<file path="src/rtl/data_mem_pkg.sv">
// Shared types for the data memory unit: op encodings, FSM state type and
// the bytes-per-word helper.
package data_mem_pkg;

  typedef enum logic [2:0] {
    OP_NOP  = 3'b000,
    OP_LB   = 3'b001,
    OP_LBU  = 3'b010,
    OP_LW   = 3'b011,
    OP_SB   = 3'b100,
    OP_SW   = 3'b101,
    OP_RSV6 = 3'b110,
    OP_RSV7 = 3'b111
  } op_e;

  typedef enum logic {
    ST_IDLE = 1'b0,
    ST_RESP = 1'b1
  } state_e;

  // Bytes per data word.
  function automatic int nb(input int data_w);
    return data_w / 8;
  endfunction

endpackage

</file>
<file path="src/rtl/data_mem_unit_bank.sv">
// Byte-organised storage: DEPTH_BYTES x 8 array, per-byte write enables and
// an NB-byte read port. Lane i addresses byte (addr + i) modulo the depth, so
// word accesses wrap naturally at the top of the array. Contents are never
// reset.
module mem_byte_bank #(
  parameter int DEPTH_BYTES = 256,
  parameter int NB          = 2
) (
  input  logic                           clk,
  input  logic [$clog2(DEPTH_BYTES)-1:0] addr,
  input  logic [NB-1:0]                  we,
  input  logic [NB*8-1:0]                wdata,
  output logic [NB*8-1:0]                rdata
);

  localparam int AW = $clog2(DEPTH_BYTES);

  logic [7:0]    mem [DEPTH_BYTES];
  logic [AW-1:0] lane_addr [NB];

  for (genvar i = 0; i < NB; i++) begin : g_lane
    assign lane_addr[i]      = addr + AW'(i);
    assign rdata[i*8 +: 8]   = mem[lane_addr[i]];
  end

  // Per-lane byte writes on the rising edge.
  always_ff @(posedge clk) begin
    for (int i = 0; i < NB; i++) begin
      if (we[i]) mem[lane_addr[i]] <= wdata[i*8 +: 8];
    end
  end

endmodule

</file>
<file path="src/rtl/data_mem_unit.sv">
// Data memory unit: single-request/single-response byte-addressed memory with
// LB/LBU/LW/SB/SW. One-cycle response latency, response held until consumed.
// Optional macro DATA_MEM_MISALIGN_TRAP_EN: misaligned LW/SW report err and do
// nothing; without it, the word offset bits are cleared and err stays 0.
module data_mem_unit
  import data_mem_pkg::*;
#(
  parameter int DATA_W      = 16,
  parameter int ADDR_W      = 16,
  parameter int DEPTH_BYTES = 256
) (
  input  logic              C,
  input  logic              R,
  input  logic              req_valid,
  output logic              req_ready,
  input  logic [2:0]        op,
  input  logic [ADDR_W-1:0] addr,
  input  logic [DATA_W-1:0] wdata,
  output logic              rsp_valid,
  input  logic              rsp_ready,
  output logic [DATA_W-1:0] rdata,
  output logic              err
);

  localparam int NB   = nb(DATA_W);
  localparam int AW_M = $clog2(DEPTH_BYTES);
  localparam logic [AW_M-1:0] LOW_MASK = AW_M'(NB - 1);

  state_e            state;
  op_e               op_c;
  logic              word_op;
  logic              misalign;
  logic              accept;
  logic              rsp_op;
  logic [AW_M-1:0]   ea_raw;
  logic [AW_M-1:0]   ea;
  logic [NB-1:0]     we;
  logic [DATA_W-1:0] bank_rd;
  logic [DATA_W-1:0] rdata_n;
  logic              err_n;
  logic              addr_unused;

  // Address bits above the storage size are ignored (wrap-around).
  assign addr_unused = &{1'b0, addr[ADDR_W-1:AW_M]};

  mem_byte_bank #(
    .DEPTH_BYTES (DEPTH_BYTES),
    .NB          (NB)
  ) u_bank (
    .clk   (C),
    .addr  (ea),
    .we    (we),
    .wdata (wdata),
    .rdata (bank_rd)
  );

  // Decode: effective address, write enables and next response values.
  always_comb begin
    op_c    = op_e'(op);
    word_op = (op_c == OP_LW) || (op_c == OP_SW);
    ea_raw  = addr[AW_M-1:0];
`ifdef DATA_MEM_MISALIGN_TRAP_EN
    misalign = word_op && ((ea_raw & LOW_MASK) != '0);
    ea       = ea_raw;
`else
    misalign = 1'b0;
    ea       = word_op ? (ea_raw & ~LOW_MASK) : ea_raw;
`endif
    accept  = req_valid && req_ready;
    rsp_op  = 1'b0;
    we      = '0;
    rdata_n = '0;
    err_n   = 1'b0;
    case (op_c)
      OP_LB: begin
        rsp_op  = 1'b1;
        rdata_n = {{(DATA_W-8){bank_rd[7]}}, bank_rd[7:0]};
      end
      OP_LBU: begin
        rsp_op  = 1'b1;
        rdata_n = {{(DATA_W-8){1'b0}}, bank_rd[7:0]};
      end
      OP_LW: begin
        rsp_op  = 1'b1;
        rdata_n = misalign ? '0 : bank_rd;
        err_n   = misalign;
      end
      OP_SB: begin
        rsp_op = 1'b1;
        if (accept) we = NB'(1);
      end
      OP_SW: begin
        rsp_op = 1'b1;
        err_n  = misalign;
        if (accept && !misalign) we = '1;
      end
      default: rsp_op = 1'b0;
    endcase
  end

  // Request/response FSM with registered handshake outputs. req_ready comes
  // out of reset low and rises on the first edge after release.
  always_ff @(posedge C or posedge R) begin
    if (R) begin
      state     <= ST_IDLE;
      req_ready <= 1'b0;
      rsp_valid <= 1'b0;
      rdata     <= '0;
      err       <= 1'b0;
    end else begin
      case (state)
        ST_IDLE: begin
          req_ready <= 1'b1;
          if (accept && rsp_op) begin
            state     <= ST_RESP;
            req_ready <= 1'b0;
            rsp_valid <= 1'b1;
            rdata     <= rdata_n;
            err       <= err_n;
          end
        end
        ST_RESP: begin
          if (rsp_ready) begin
            state     <= ST_IDLE;
            req_ready <= 1'b1;
            rsp_valid <= 1'b0;
            rdata     <= '0;
            err       <= 1'b0;
          end
        end
        default: begin
          state     <= ST_IDLE;
          req_ready <= 1'b0;
          rsp_valid <= 1'b0;
        end
      endcase
    end
  end

endmodule
</file>
<file path="config.mk">
export PLATFORM = sky130hd
export DESIGN_NAME = data_mem_unit
export DESIGN_NICKNAME = d
export VERILOG_FILES = /design/src/rtl/data_mem_pkg.sv /design/src/rtl/data_mem_unit_bank.sv /design/src/rtl/data_mem_unit.sv
export SDC_FILE = /design/constraint.sdc
export NUM_CORES = 2
export LEC_CHECK = 0
export BUFFER_PORTS_ARGS = -buffer_cell sky130_fd_sc_hd__buf_2
export CORE_UTILIZATION = 45
export CTS_CLUSTER_DIAMETER = 40
export DETAILED_ROUTE_END_ITERATION = 8
export PLACE_DENSITY = 0.62
export RECOVER_POWER = 25
export SLEW_MARGIN = 20
export SYNTH_ARGS = -nofsm -noshare
export SYNTH_HDL_FRONTEND = slang
export SYNTH_HIERARCHICAL = 1
export SYNTH_SLANG_ARGS = --single-unit
</file>
<file path="constraint.sdc">
create_clock -name C -period 2.6 [get_ports C]
set_input_delay 0 -clock C [delete_from_list [all_inputs] [get_ports C]]
set_output_delay 0 -clock C [all_outputs]
set_load 0.01 [all_outputs]
</file>
==> results summary <==
The flow ran to the end, but the final reports show violations. The final reports fail on negative setup slack. The total via count after detailed routing came out at 86310. The startpoint identified for the worst hold timing path is addr[4]. The total area of sequential cells came out at between 60000 and 70000 um^2. The slew at the pin with the worst max-slew slack is 1093 ps. The biggest fanout along the worst timing path is 23. The accumulated negative setup slack came out at -27360 ps.

Setup violations remaining at the end of the flow were counted as roughly 570. The maximum level of the CTS H-tree is 5. The worst hold path belongs to the class in -> reg. The sequential cell area fraction in the yosys report came out at 0.5006. The number of ports placed on the die boundary is between 50 and 60. Setup slack on the critical path of the routed design comes to -641.3 ps.

The average routed wire per standard cell is 40.68 um. Yosys mapped a number of flops with a built-in enable equal to between 2000 and 2500. Measured along the x axis, the die boundary spans around 530 um. The cell depth of the worst flop-to-flop path came out at 9.

The number of flip-flops and latches in the synthesized netlist came out at 2067. The library cells used most frequently in the layout, excluding fill and tap cells, are 2048 x sky130_fd_sc_hd__edfxtp_1, 1997 x sky130_fd_sc_hd__mux2_2, 1238 x sky130_fd_sc_hd__mux4_2. For this run the aggregate overflow at the end of global routing stands at 0.

The origin of the critical flop-to-flop path is u_bank/mem[246][4]. No sink is reached through more buffers than the 4 on the longest clock path. The path with the worst hold slack has its endpoint at u_bank/mem[31][6]. The number of buffers created by CTS came out at 375. TritonCTS built the clock tree. The warning count from the yosys run came out at 6. The proportion of synthesized flip-flops having asynchronous set or reset came out at 0.009192.

The first-iteration detailed-routing DRC count came out at between 10000 and 15000. The highest attainable clock frequency is 308.5 MHz. The global-route wire length before repair came out at 696000 um. The minimum clock period is around 3200 ps. Row generation in the floorplan step produced 192 rows.

The power density normalized to cell area came out at 643.2 nW/um^2. The root buffer cell chosen for the clock tree is sky130_fd_sc_hd__clkbuf_16. The number of maximum-capacitance violations is 0.

The relative max-transition margin came out at 0.2666. Synthesis produced a netlist whose cell count is 7531. STA puts the critical path data arrival time at 4050 ps. The cell leakage power is 53.78 nW. The reg2reg setup slack is -550 ps. Dividing the final minimum period by the clock period gives 1.247.

The critical path is of the in -> reg type. The element type at the critical path end is a flip-flop. The total detailed-routing wirelength is ~500000 um. For this run, the post-layout net count is between 8000 and 9000. The clock input transition at the sequential cells of the worst setup and hold paths is 50 ps.

The initial utilization of the core area, before any placement, comes to 0.4524. In the final layout, the share of cells above drive strength 1 is 0.6584. The clock skew came out at 31.95 ps.

The area of the multi-input gates came out at slightly above 60000 um^2. The combined global-route utilization of all metal layers came out at 0.3599. The weighted congestion reported at the end of routability-driven placement came out at 1.056. The average size of a mapped cell is 16.44 um^2. Setup repair after global routing could not meet its margin everywhere.

The max-slew violation count came out at 0. The worst register-to-register path ends at rdata[12]. The number of nets in the synthesized netlist came out at 7575.

After detailed routing, the number of remaining DRC violations is 0. The final HPWL from detailed placement is approximately 360000 um. The first TritonRoute pass finished after 6 iterations. The post-synth design cell area is ~120000 um^2.

The count of nets left with antenna violations once routing finished came out at 0. The final-layout fill cell count is 20990. Entering global routing, the biggest net connects 95 pins. The worst hold path passes through 6 cells.

The maximum ir drop on the vdd rail is 0.5600 mV. The final core utilization is 0.5705. The area inside the core boundary came out at 273600 um^2. Port buffering added 48 buffers.

The finished cells cover 156100 um^2. The CTS sink count came out at 2067. The routed via count divided by cell count is 6.957.

Leaving out fill and tap cells, the most frequent cell in the layout is sky130_fd_sc_hd__edfxtp_1. From bottom edge to top edge, the die measures roughly 530 um. The number of hold violations in the final report is 0. The via count of the first global-routing pass came to 84630.

The die covers 277200 um^2. The initial antenna violation count is 48. The layout-stage area growth over the synthesis result came out at 26.09%. Counting distinct cell types in the post-synthesis netlist gives 72. The source-to-sink clock delay at the later pin of the worst-skew pair is 940 ps. STA classifies the critical path startpoint as an input port. In the synthesized netlist the dominant register cell turns out to be sky130_fd_sc_hd__edfxtp_1.

The placement-stage cell area is 141800 um^2. The required time at the endpoint of the critical path came out at 3410 ps.
how the worst max path moves through the flow:
stage | startpoint | to | slack [ps] | cells past startpoint
after global placement | op[2] | rdata[8] | -1840 | 15
final | op[2] | rdata[15] | -640 | 19
after global routing | u_bank/mem[231][4] | rdata[12] | -590 | 9
after floorplan | op[1] | rdata[12] | -1300 | 22
after CTS | u_bank/mem[116][7] | rdata[11] | -510 | 8
after detailed placement | op[2] | rdata[8] | -1750 | 18
Yosys cell counts (11+ instances only):
cell	instances	share of area
sky130_fd_sc_hd__edfxtp_1	2048	0.50
sky130_fd_sc_hd__mux2_2	2041	0.19
sky130_fd_sc_hd__mux4_2	1238	0.23
sky130_fd_sc_hd__clkbuf_1	603	0.018
sky130_fd_sc_hd__nand2_1	433	0.013
sky130_fd_sc_hd__buf_2	197	0.0080
sky130_fd_sc_hd__o21ai_0	185	0.0075
sky130_fd_sc_hd__nand3_1	107	0.0043
sky130_fd_sc_hd__o22ai_1	67	0.0034
sky130_fd_sc_hd__nor2_1	47	0.0014
sky130_fd_sc_hd__nor2_2	41	0.0021
sky130_fd_sc_hd__a22oi_1	36	0.0022
sky130_fd_sc_hd__buf_4	35	0.0021
sky130_fd_sc_hd__buf_6	31	0.0028
sky130_fd_sc_hd__and2_1	26	0.0013
sky130_fd_sc_hd__and3_1	26	0.0013
sky130_fd_sc_hd__nand4_1	25	0.0013
sky130_fd_sc_hd__nor3_1	25	0.0010
sky130_fd_sc_hd__buf_1	23	0.00070
sky130_fd_sc_hd__a21oi_1	22	0.00089
sky130_fd_sc_hd__nand2_2	22	0.0011
sky130_fd_sc_hd__mux2i_1	21	0.0017
sky130_fd_sc_hd__dfrtp_1	19	0.0038
sky130_fd_sc_hd__a311oi_1	17	0.0012
sky130_fd_sc_hd__nor2b_1	16	0.00081
sky130_fd_sc_hd__a22o_1	15	0.0011
sky130_fd_sc_hd__a31oi_1	15	0.00076
sky130_fd_sc_hd__a32oi_1	13	0.00092
sky130_fd_sc_hd__nor2_4	11	0.0010
flip-flops by register name (all words and copies together) (netlist names):
register	count
rdata	16
state	1
u_bank/mem	2048
req_ready	1
rsp_valid	1
timing repair:
item                       4_1_cts  5_1_grt
setup endpoints to repair     2852     1916
pin swaps                       35       28
resized for setup              116       83
hold endpoints to repair       781        0
buffers inserted                18       23
cloned                           3        2
hold buffers                    29        0
power by group:
| group | switching, W | internal, W |
|---|---|---|
| clock network | 0.0188 | 0.0305 |
| registers | 0.000156 | 0.0367 |
| logic | 0.00799 | 0.00622 |
| total | 0.0270 | 0.0734 |
logic make-up (layout without fill, tap and decap cells):
family | count (synthesis) | count (layout) | share of synthesized area
mux | 3307 | 3307 | 0.4132
simple gates | 813 | 813 | 0.03078
fa+ha+maj | 5 | 5 | 0.0005053
other cells | 1 | 14 | 0.00003029
flops | 2067 | 2067 | 0.5006
xor+xnor | 11 | 11 | 0.0008390
compound gates | 431 | 431 | 0.02193
buf+inv | 896 | 2170 | 0.03210
worst max-delay path, cell delays in order:
cell                        delay, ps
sky130_fd_sc_hd__buf_2            120
sky130_fd_sc_hd__xor2_2           180
sky130_fd_sc_hd__a21boi_4         150
sky130_fd_sc_hd__buf_12           190
sky130_fd_sc_hd__inv_4             50
sky130_fd_sc_hd__ha_4             400
sky130_fd_sc_hd__buf_12           270
sky130_fd_sc_hd__buf_12           200
sky130_fd_sc_hd__buf_12           140
sky130_fd_sc_hd__mux4_2           310
sky130_fd_sc_hd__nand2_1          100
sky130_fd_sc_hd__and3_1           210
sky130_fd_sc_hd__a311oi_2         110
sky130_fd_sc_hd__o211ai_1         470
sky130_fd_sc_hd__buf_4            220
sky130_fd_sc_hd__o2111ai_1        190
sky130_fd_sc_hd__or3_1            420
sky130_fd_sc_hd__a21oi_2          150
sky130_fd_sc_hd__o2bb2ai_1         70
metal layers:
layer | part of all wire | global-route usage | up-vias
met1 | 0.38 | 0.4882 | 45970
met3 | 0.12 | 0.09975 | 1108
met5 | 0.00045 | 0 | -
met2 | 0.44 | 0.5289 | 5995
li1 | - | - | 33210
met4 | 0.062 | 0.1861 | 34
metrics by stage:
step / hold WS, ps / power [W] / instances / setup WS [ps]
floorplan: -48.87 / 0.04504 / 7531 / -1296
global placement: 312.1 / 0.05088 / 11630 / -1839
detailed placement: 326.9 / 0.05099 / 11630 / -1749
CTS: 65.04 / 0.1003 / 12370 / -508.1
global route: 103.9 / 0.1024 / 12400 / -593.2
finish: 132.0 / 0.1004 / 12410 / -641.3
cell type report:
| class | count | share of cell area |
|---|---|---|
| timing repair buffer | 1473 | 0.1027 |
| clock inverter | 269 | 0.01917 |
| antenna | 13 | 0.0002084 |
| sequential | 2067 | 0.3970 |
| clock buffer | 421 | 0.06176 |
| inverter | 7 | 0.0001844 |
| tap | 3589 | 0.02877 |
| multi-input combinational | 4568 | 0.3902 |
No activity file was read; power rests on OpenSTA's default activity.
